File: src/rtl/issue_select_wide_if.sv
// Issue-stage bus: RS selection inputs, PRF read ports, CDB forwarding and per-lane IS/EX handshake.
// The issue stage connects through the slave modport and its environment through master.
interface issue_select_wide_if #(
  parameter int RS_SIZE     = 8,
  parameter int ISSUE_WIDTH = 2,
  parameter int PREG_W      = 6,
  parameter int SEQ_W       = 5,
  parameter int XLEN        = 32
);
  logic                            flush;
  logic [RS_SIZE-1:0]              rs_ready;
  logic [RS_SIZE*SEQ_W-1:0]        rs_seq;
  logic [RS_SIZE*PREG_W-1:0]       rs_src1;
  logic [RS_SIZE*PREG_W-1:0]       rs_src2;
  logic [RS_SIZE*PREG_W-1:0]       rs_dest;
  logic [SEQ_W-1:0]                rob_head;
  logic [RS_SIZE-1:0]              issue_grant;
  logic [2*ISSUE_WIDTH*PREG_W-1:0] prf_rd_tag;
  logic [2*ISSUE_WIDTH*XLEN-1:0]   prf_rd_data;
  logic                            cdb_valid;
  logic [PREG_W-1:0]               cdb_tag;
  logic [XLEN-1:0]                 cdb_data;
  logic [ISSUE_WIDTH-1:0]          ex_valid;
  logic [ISSUE_WIDTH-1:0]          ex_ready;
  logic [ISSUE_WIDTH*XLEN-1:0]     ex_src1;
  logic [ISSUE_WIDTH*XLEN-1:0]     ex_src2;
  logic [ISSUE_WIDTH*PREG_W-1:0]   ex_dest;
  logic [ISSUE_WIDTH*SEQ_W-1:0]    ex_seq;
  logic [15:0]                     stall_cnt;

  modport master (
    output flush, rs_ready, rs_seq, rs_src1, rs_src2, rs_dest, rob_head,
           prf_rd_data, cdb_valid, cdb_tag, cdb_data, ex_ready,
    input  issue_grant, prf_rd_tag, ex_valid, ex_src1, ex_src2, ex_dest, ex_seq, stall_cnt
  );

  modport slave (
    input  flush, rs_ready, rs_seq, rs_src1, rs_src2, rs_dest, rob_head,
           prf_rd_data, cdb_valid, cdb_tag, cdb_data, ex_ready,
    output issue_grant, prf_rd_tag, ex_valid, ex_src1, ex_src2, ex_dest, ex_seq, stall_cnt
  );
endinterface

File: src/rtl/issue_select_wide.sv
// N-wide oldest-first issue select with CDB operand forwarding into per-lane IS/EX registers.
// Free lanes take ready RS entries in age order relative to the ROB head; held lanes keep their contents.
module issue_select_wide #(
  parameter int RS_SIZE     = 8,
  parameter int ISSUE_WIDTH = 2,
  parameter int PREG_W      = 6,
  parameter int SEQ_W       = 5,
  parameter int XLEN        = 32
) (
  input  logic              clock,
  input  logic              reset,
  issue_select_wide_if.slave bus
);
  localparam int IDX_W = (RS_SIZE > 1) ? $clog2(RS_SIZE) : 1;

  function automatic logic [XLEN-1:0] fwd_operand(input logic [PREG_W-1:0] tag,
                                                  input logic [XLEN-1:0]   prf_data,
                                                  input logic              cdb_vld,
                                                  input logic [PREG_W-1:0] cdb_t,
                                                  input logic [XLEN-1:0]   cdb_d);
    logic [XLEN-1:0] res;
    if (tag == '0)                     res = '0;
    else if (cdb_vld && cdb_t == tag) res = cdb_d;
    else                               res = prf_data;
    return res;
  endfunction

  function automatic logic [15:0] sat_inc(input logic [15:0] v);
    return (v == 16'hFFFF) ? v : v + 16'd1;
  endfunction

  // Stage p0: age computation, oldest-first selection, PRF tag drive and forwarding
  logic [SEQ_W-1:0]         age_p0      [RS_SIZE];
  logic [ISSUE_WIDTH-1:0]   lane_free_p0;
  logic [ISSUE_WIDTH-1:0]   lane_hit_p0;
  logic [IDX_W-1:0]         lane_idx_p0 [ISSUE_WIDTH];
  logic [RS_SIZE-1:0]       grant_p0;
  logic [PREG_W-1:0]        src1_tag_p0 [ISSUE_WIDTH];
  logic [PREG_W-1:0]        src2_tag_p0 [ISSUE_WIDTH];
  logic [PREG_W-1:0]        dest_p0     [ISSUE_WIDTH];
  logic [SEQ_W-1:0]         seq_p0      [ISSUE_WIDTH];
  logic [XLEN-1:0]          op1_p0      [ISSUE_WIDTH];
  logic [XLEN-1:0]          op2_p0      [ISSUE_WIDTH];
  logic [2*ISSUE_WIDTH*PREG_W-1:0] rd_tag_p0;
  logic                     stall_p0;

  // Stage p1: IS/EX lane registers
  logic [ISSUE_WIDTH-1:0]   vld_p1;
  logic [XLEN-1:0]          src1_p1     [ISSUE_WIDTH];
  logic [XLEN-1:0]          src2_p1     [ISSUE_WIDTH];
  logic [PREG_W-1:0]        dest_p1     [ISSUE_WIDTH];
  logic [SEQ_W-1:0]         seq_p1      [ISSUE_WIDTH];
  logic [15:0]              stall_cnt_p1;

  always_comb begin
    for (int e = 0; e < RS_SIZE; e++)
      age_p0[e] = bus.rs_seq[e*SEQ_W +: SEQ_W] - bus.rob_head;
  end

  assign lane_free_p0 = ~vld_p1 | bus.ex_ready;

  // Each free lane scans for the oldest untaken entry; strict '<' keeps ties on the lower index.
  always_comb begin
    grant_p0    = '0;
    lane_hit_p0 = '0;
    for (int i = 0; i < ISSUE_WIDTH; i++) begin
      lane_idx_p0[i] = '0;
      if (lane_free_p0[i] && reset && !bus.flush) begin
        for (int e = 0; e < RS_SIZE; e++) begin
          if (bus.rs_ready[e] && !grant_p0[e] &&
              (!lane_hit_p0[i] || age_p0[e] < age_p0[lane_idx_p0[i]])) begin
            lane_hit_p0[i] = 1'b1;
            lane_idx_p0[i] = e[IDX_W-1:0];
          end
        end
        if (lane_hit_p0[i]) grant_p0[lane_idx_p0[i]] = 1'b1;
      end
    end
  end

  always_comb begin
    rd_tag_p0 = '0;
    for (int i = 0; i < ISSUE_WIDTH; i++) begin
      src1_tag_p0[i] = '0;
      src2_tag_p0[i] = '0;
      dest_p0[i]     = '0;
      seq_p0[i]      = '0;
      if (lane_hit_p0[i]) begin
        src1_tag_p0[i] = bus.rs_src1[lane_idx_p0[i]*PREG_W +: PREG_W];
        src2_tag_p0[i] = bus.rs_src2[lane_idx_p0[i]*PREG_W +: PREG_W];
        dest_p0[i]     = bus.rs_dest[lane_idx_p0[i]*PREG_W +: PREG_W];
        seq_p0[i]      = bus.rs_seq[lane_idx_p0[i]*SEQ_W +: SEQ_W];
      end
      rd_tag_p0[2*i*PREG_W +: 2*PREG_W] = {src2_tag_p0[i], src1_tag_p0[i]};
      op1_p0[i] = fwd_operand(src1_tag_p0[i], bus.prf_rd_data[2*i*XLEN +: XLEN],
                              bus.cdb_valid, bus.cdb_tag, bus.cdb_data);
      op2_p0[i] = fwd_operand(src2_tag_p0[i], bus.prf_rd_data[(2*i+1)*XLEN +: XLEN],
                              bus.cdb_valid, bus.cdb_tag, bus.cdb_data);
    end
  end

  assign stall_p0        = |(bus.rs_ready & ~grant_p0);
  assign bus.issue_grant = grant_p0;
  assign bus.prf_rd_tag  = rd_tag_p0;

  // Stage p0 -> p1 boundary: held lanes keep their operands without re-forwarding
  always_ff @(posedge clock or negedge reset) begin
    if (!reset) begin
      vld_p1       <= '0;
      stall_cnt_p1 <= '0;
      for (int i = 0; i < ISSUE_WIDTH; i++) begin
        src1_p1[i] <= '0;
        src2_p1[i] <= '0;
        dest_p1[i] <= '0;
        seq_p1[i]  <= '0;
      end
    end else begin
      if (!bus.flush && stall_p0) stall_cnt_p1 <= sat_inc(stall_cnt_p1);
      for (int i = 0; i < ISSUE_WIDTH; i++) begin
        if (bus.flush) begin
          vld_p1[i] <= 1'b0;
        end else if (lane_hit_p0[i]) begin
          vld_p1[i]  <= 1'b1;
          src1_p1[i] <= op1_p0[i];
          src2_p1[i] <= op2_p0[i];
          dest_p1[i] <= dest_p0[i];
          seq_p1[i]  <= seq_p0[i];
        end else if (lane_free_p0[i]) begin
          vld_p1[i] <= 1'b0;
        end
      end
    end
  end

  always_comb begin
    bus.ex_src1 = '0;
    bus.ex_src2 = '0;
    bus.ex_dest = '0;
    bus.ex_seq  = '0;
    for (int i = 0; i < ISSUE_WIDTH; i++) begin
      bus.ex_src1[i*XLEN +: XLEN]     = src1_p1[i];
      bus.ex_src2[i*XLEN +: XLEN]     = src2_p1[i];
      bus.ex_dest[i*PREG_W +: PREG_W] = dest_p1[i];
      bus.ex_seq[i*SEQ_W +: SEQ_W]    = seq_p1[i];
    end
  end

  assign bus.ex_valid  = vld_p1;
  assign bus.stall_cnt = stall_cnt_p1;
endmodule

File: src/flat_wrapper.sv
// flat-port wrapper written by rule: the top's interface ports become plain ports
module issue_select_wide_flat 
#(
  parameter int RS_SIZE     = 8,
  parameter int ISSUE_WIDTH = 2,
  parameter int PREG_W      = 6,
  parameter int SEQ_W       = 5,
  parameter int XLEN        = 32
)
  (clock, reset, bus_flush, bus_rs_ready, bus_rs_seq, bus_rs_src1, bus_rs_src2, bus_rs_dest, bus_rob_head, bus_prf_rd_data, bus_cdb_valid, bus_cdb_tag, bus_cdb_data, bus_ex_ready, bus_issue_grant, bus_prf_rd_tag, bus_ex_valid, bus_ex_src1, bus_ex_src2, bus_ex_dest, bus_ex_seq, bus_stall_cnt);
  issue_select_wide_if #(.RS_SIZE(RS_SIZE), .ISSUE_WIDTH(ISSUE_WIDTH), .PREG_W(PREG_W), .SEQ_W(SEQ_W), .XLEN(XLEN)) bus_i ();
  input  logic clock;
  input  logic reset;
  input wire logic [$bits(bus_i.flush)-1:0] bus_flush;
  input wire logic [$bits(bus_i.rs_ready)-1:0] bus_rs_ready;
  input wire logic [$bits(bus_i.rs_seq)-1:0] bus_rs_seq;
  input wire logic [$bits(bus_i.rs_src1)-1:0] bus_rs_src1;
  input wire logic [$bits(bus_i.rs_src2)-1:0] bus_rs_src2;
  input wire logic [$bits(bus_i.rs_dest)-1:0] bus_rs_dest;
  input wire logic [$bits(bus_i.rob_head)-1:0] bus_rob_head;
  input wire logic [$bits(bus_i.prf_rd_data)-1:0] bus_prf_rd_data;
  input wire logic [$bits(bus_i.cdb_valid)-1:0] bus_cdb_valid;
  input wire logic [$bits(bus_i.cdb_tag)-1:0] bus_cdb_tag;
  input wire logic [$bits(bus_i.cdb_data)-1:0] bus_cdb_data;
  input wire logic [$bits(bus_i.ex_ready)-1:0] bus_ex_ready;
  output wire logic [$bits(bus_i.issue_grant)-1:0] bus_issue_grant;
  output wire logic [$bits(bus_i.prf_rd_tag)-1:0] bus_prf_rd_tag;
  output wire logic [$bits(bus_i.ex_valid)-1:0] bus_ex_valid;
  output wire logic [$bits(bus_i.ex_src1)-1:0] bus_ex_src1;
  output wire logic [$bits(bus_i.ex_src2)-1:0] bus_ex_src2;
  output wire logic [$bits(bus_i.ex_dest)-1:0] bus_ex_dest;
  output wire logic [$bits(bus_i.ex_seq)-1:0] bus_ex_seq;
  output wire logic [$bits(bus_i.stall_cnt)-1:0] bus_stall_cnt;
  assign bus_i.flush = bus_flush;
  assign bus_i.rs_ready = bus_rs_ready;
  assign bus_i.rs_seq = bus_rs_seq;
  assign bus_i.rs_src1 = bus_rs_src1;
  assign bus_i.rs_src2 = bus_rs_src2;
  assign bus_i.rs_dest = bus_rs_dest;
  assign bus_i.rob_head = bus_rob_head;
  assign bus_i.prf_rd_data = bus_prf_rd_data;
  assign bus_i.cdb_valid = bus_cdb_valid;
  assign bus_i.cdb_tag = bus_cdb_tag;
  assign bus_i.cdb_data = bus_cdb_data;
  assign bus_i.ex_ready = bus_ex_ready;
  assign bus_issue_grant = bus_i.issue_grant;
  assign bus_prf_rd_tag = bus_i.prf_rd_tag;
  assign bus_ex_valid = bus_i.ex_valid;
  assign bus_ex_src1 = bus_i.ex_src1;
  assign bus_ex_src2 = bus_i.ex_src2;
  assign bus_ex_dest = bus_i.ex_dest;
  assign bus_ex_seq = bus_i.ex_seq;
  assign bus_stall_cnt = bus_i.stall_cnt;
  issue_select_wide #(.RS_SIZE(RS_SIZE), .ISSUE_WIDTH(ISSUE_WIDTH), .PREG_W(PREG_W), .SEQ_W(SEQ_W), .XLEN(XLEN)) u_core (.clock(clock), .reset(reset), .bus(bus_i));
endmodule
File: config.mk
export PLATFORM = sky130hd
export DESIGN_NAME = issue_select_wide_flat
export DESIGN_NICKNAME = d
export VERILOG_FILES = /design/src/rtl/issue_select_wide_if.sv /design/src/rtl/issue_select_wide.sv /design/src/flat_wrapper.sv
export SDC_FILE = /design/constraint.sdc
export NUM_CORES = 1
export LEC_CHECK = 0
export ABC_AREA = 1
export CAP_MARGIN = 40
export CORE_AREA = 2 2 224 226
export DETAILED_ROUTE_END_ITERATION = 8
export DIE_AREA = 0 0 226 228
export PLACE_DENSITY = 0.72
export SYNTH_ARGS = -nofsm -noshare
export SYNTH_HDL_FRONTEND = slang
export SYNTH_SLANG_ARGS = --single-unit
File: constraint.sdc
create_clock -name clock -period 71.1 [get_ports clock]
set_input_delay 14.22 -clock clock [delete_from_list [all_inputs] [get_ports clock]]
set_output_delay 14.22 -clock clock [all_outputs]
set_load 0.05 [all_outputs]
==> metrics.txt <==
crit start category=primary input; Routed Antenna Nets=0; CTS max path bufs=2; Crit-path slowest cell=clkdlybuf4s50_1; CORE AREA=49,300 sq um; detailed placement HPWL=68.0 mm; Final setup viols=0; H-tree levels=4; combinational family with the most area after synthesis=simple AND/OR/NAND/NOR gates; post-DR wirelength/cell=22.8 um; Tmin final=56,230 ps; met2 Use GR=51.7%; cell count of the worst hold path=2; DRT Wirelength=88.6 mm; Synth Area in Adders=7.00%; Reg power frac=12.8%; VDD IR max=0.0517 mV; Worst Path Required=56,880 ps; first-pass GRT wire length=130 mm; Syn Area/Cell=6.35 sq um; worst-case reg-to-reg path depth=86; # fillers=4,945; share of synthesized registers carrying an async set or reset=100%; Max Fclk=17.8 MHz; clk root buf=clkbuf_16; Num CTS Buffers=17; Comb pwr share=79.1%; Vias=21,800; max_cap viols=0; simple-gate area share of the yosys netlist=35.4%; Hold Crit Class=flop to flop; 1st-iter DRT viols=2,462; WHS=481 ps; Post-synth EDFFs=0; clock skew=12.0 ps; critical path type=primary input to output pin; Area contributors post-synth=dfrtp_1 (24%), nand2_1 (16%), nand3_1 (8.2%); starting density of the core=35.1%; Synth Flop Type=dfrtp_1; Worst Tran Pin Value=944 ps; share of layout cells above drive strength 1=5.33%; cell taking the most area after synthesis=dfrtp_1; max_slew headroom=36.9%; synth unique cells=58; met1 Usage GRT=43.2%; M3 GR Usage=7.97%; via/cell ratio=5.60; Max stage delay on crit path=800 ps; crit-path max FO=53; P&R area growth vs syn=39.3%; Clock Power Share=8.1%; remaining global-route overflow=0; P_sw=0.000799 W; xor and xnor area share after synthesis=2.33%; Hold Fails Final Rpt=0; worst endpoint data arrival time=42,010 ps; setup repair bufs after CTS=0; row count=82; Total GRT Usage=33.4%; Layout Nets=3,657; Mapped Cells=2,727; setup_tns=0 ps; Mapped Nets=3,188; Die Ht=228 um; share of the synthesized area in the top cell type=24.3%; Clock transition at path regs=70 ps; Die W=226 um; hold_buf cts=0; RSZ-0062 raised after global routing=false; # clock sinks=168; Yosys reg bits=168; LEAKAGE=11.3 nW; Die ar.=51,500 sq um; Final Cycle Share=79.1%; antenna violations before repair=11; Slew Limit Fails=0; power density cells=54.5 nW/um^2; clk_lat worst skew=460 ps; most frequent CP cell=nand2_1; register area share after synthesis=24.3%; Ports=569; Syn. warnings=0; mux contribution to synthesized area=0.0578%; CP endpoint kind=output pin; cts repair resizes=0; CTS tree=done; Initial DRT Pass Iterations=7; buffers added on ports=568; compound-cell area share of the yosys netlist=20.4%; Switching Fraction=60.8%; DRC=0; GP Congestion=1.00; synthesized cell area=17,300 sq um; GR peak layer=met2; vias in the first global route=20,300; Pint=0.000515 W; status=finished clean; largest net degree at the start of global routing=80
## power by group through the flow
| stage | clock network (W) | registers (W) | logic (W) |
|---|---|---|---|
| after global routing | 0.000111 | 0.000172 | 0.00112 |
| final | 0.000107 | 0.000168 | 0.00104 |
| after floorplan | 0 | 0.000316 | 0.000567 |
| after detailed placement | 0 | 0.000168 | 0.00101 |
| after global placement | 0 | 0.000166 | 0.00101 |
| after CTS | 0.000108 | 0.000167 | 0.00102 |
## placed cells by master, fill, tap and decap left out, types with 20 or more instances in the layout
master | netlist | routed
a21oi_1 | 121 | 121
buf_4 | 10 | 25
clkdlybuf4s50_1 | 0 | 567
dfrtp_1 | 168 | 168
ha_1 | 84 | 84
inv_1 | 247 | 246
nand2_1 | 755 | 750
nand2_2 | 25 | 27
nand3_1 | 282 | 282
nor2_1 | 296 | 295
nor3_1 | 26 | 25
o21ai_0 | 177 | 177
o21ai_1 | 22 | 22
o21bai_1 | 30 | 30
o221a_2 | 20 | 20
o22ai_1 | 32 | 32
o31ai_1 | 80 | 80
xor2_1 | 35 | 35
## per-stage QoR
stage / utilization, % / cell area [sq um] / setup WS (ps) / power [W] / std cells
final: 48.8 / 24100 / 14870 / 0.00131 / 3891
after detailed placement: 47.5 / 23400 / 15610 / 0.00118 / 3849
after floorplan: - / 17300 / 22090 / 0.000883 / 2727
after global routing: 48.8 / 24100 / 12190 / 0.00140 / 3889
after global placement: 47.1 / 23200 / 15600 / 0.00118 / 3840
after CTS: 48.8 / 24100 / 15500 / 0.00129 / 3881
## registers in the layout, indices dropped and copies added (netlist names)
| signal | count |
|---|---|
| u_core.bus.ex_src1 | 64 |
| u_core.bus.ex_src2 | 64 |
| u_core.bus.stall_cnt | 16 |
| u_core.bus.ex_dest | 12 |
| u_core.bus.ex_seq | 10 |
| u_core.bus.ex_valid | 2 |
## path summary, 6_finish.rpt
kind                                        startpoint                       to  slack [ps]
min in group asynchronous                        reset  u_core.bus.stall_cnt[1]       13680
worst min-delay path            u_core.bus.ex_src2[53]   u_core.bus.ex_src2[53]         480
worst min register to register  u_core.bus.ex_src2[53]   u_core.bus.ex_src2[53]         480
max in group asynchronous                        reset   u_core.bus.ex_src1[34]       55550
worst max-delay path                   bus_rob_head[0]       bus_prf_rd_tag[15]       14870
worst max register to register  u_core.bus.ex_valid[0]  u_core.bus.stall_cnt[1]       55090
## final cells by class
type / instances / area, sq um / share of cell area [%]
Clock inverter: 13 / 209 / 0.867
Sequential cell: 168 / 4200 / 17.4
Multi-Input combinational cell: 2144 / 11300 / 47.0
Inverter: 263 / 990 / 4.11
Timing Repair Buffer: 602 / 6070 / 25.2
Tap cell: 672 / 841 / 3.49
Antenna cell: 10 / 25.0 / 0.104
Clock buffer: 19 / 443 / 1.84
## logic make-up (layout without fill, tap and decap cells)
kind of cell	count (synthesis)	count (layout)
buf+inv	415	897
simple gates	1441	1441
flops	168	168
mux	1	1
xor+xnor	46	46
compound gates	564	564
fa+ha+maj	92	92
other cells	0	10
## cell usage after synthesis (4+ instances only)
cell	number
a211oi_1	16
a21oi_1	121
a221oi_1	5
a31oi_1	9
a32o_1	4
a41oi_1	9
buf_1	5
buf_2	35
buf_4	10
buf_6	21
clkbuf_1	75
dfrtp_1	168
dlygate4sd1_1	4
fa_1	8
ha_1	84
inv_1	247
inv_2	12
nand2_1	755
nand2_2	25
nand2_4	16
nand3_1	282
nand3_2	5
nand4_1	19
nor2_1	296
nor3_1	26
o211ai_1	19
o21ai_0	177
o21ai_1	22
o21bai_1	30
o21bai_2	5
o221a_2	20
o22ai_1	32
o31ai_1	80
xnor2_1	11
xor2_1	35
## critical path: cells and delay by family
kind	cells	cell delay, ps
adder cells (fa/ha/maj)	15	4880
AO/OA/AOI/OAI	43	6610
AND/OR/NAND/NOR	84	11700
buffers and inverters	19	4520
## routing by layer
layer | routed length, um | up-vias | share of wire [%]
met4 | 4610 | 4 | 5.2
met1 | 35600 | 10100 | 40
met5 | 27 | - | 0.030
met2 | 39300 | 1341 | 44
li1 | - | 10000 | -
met3 | 9110 | 265 | 10
Note: power is estimated with default switching activity, not from simulation.
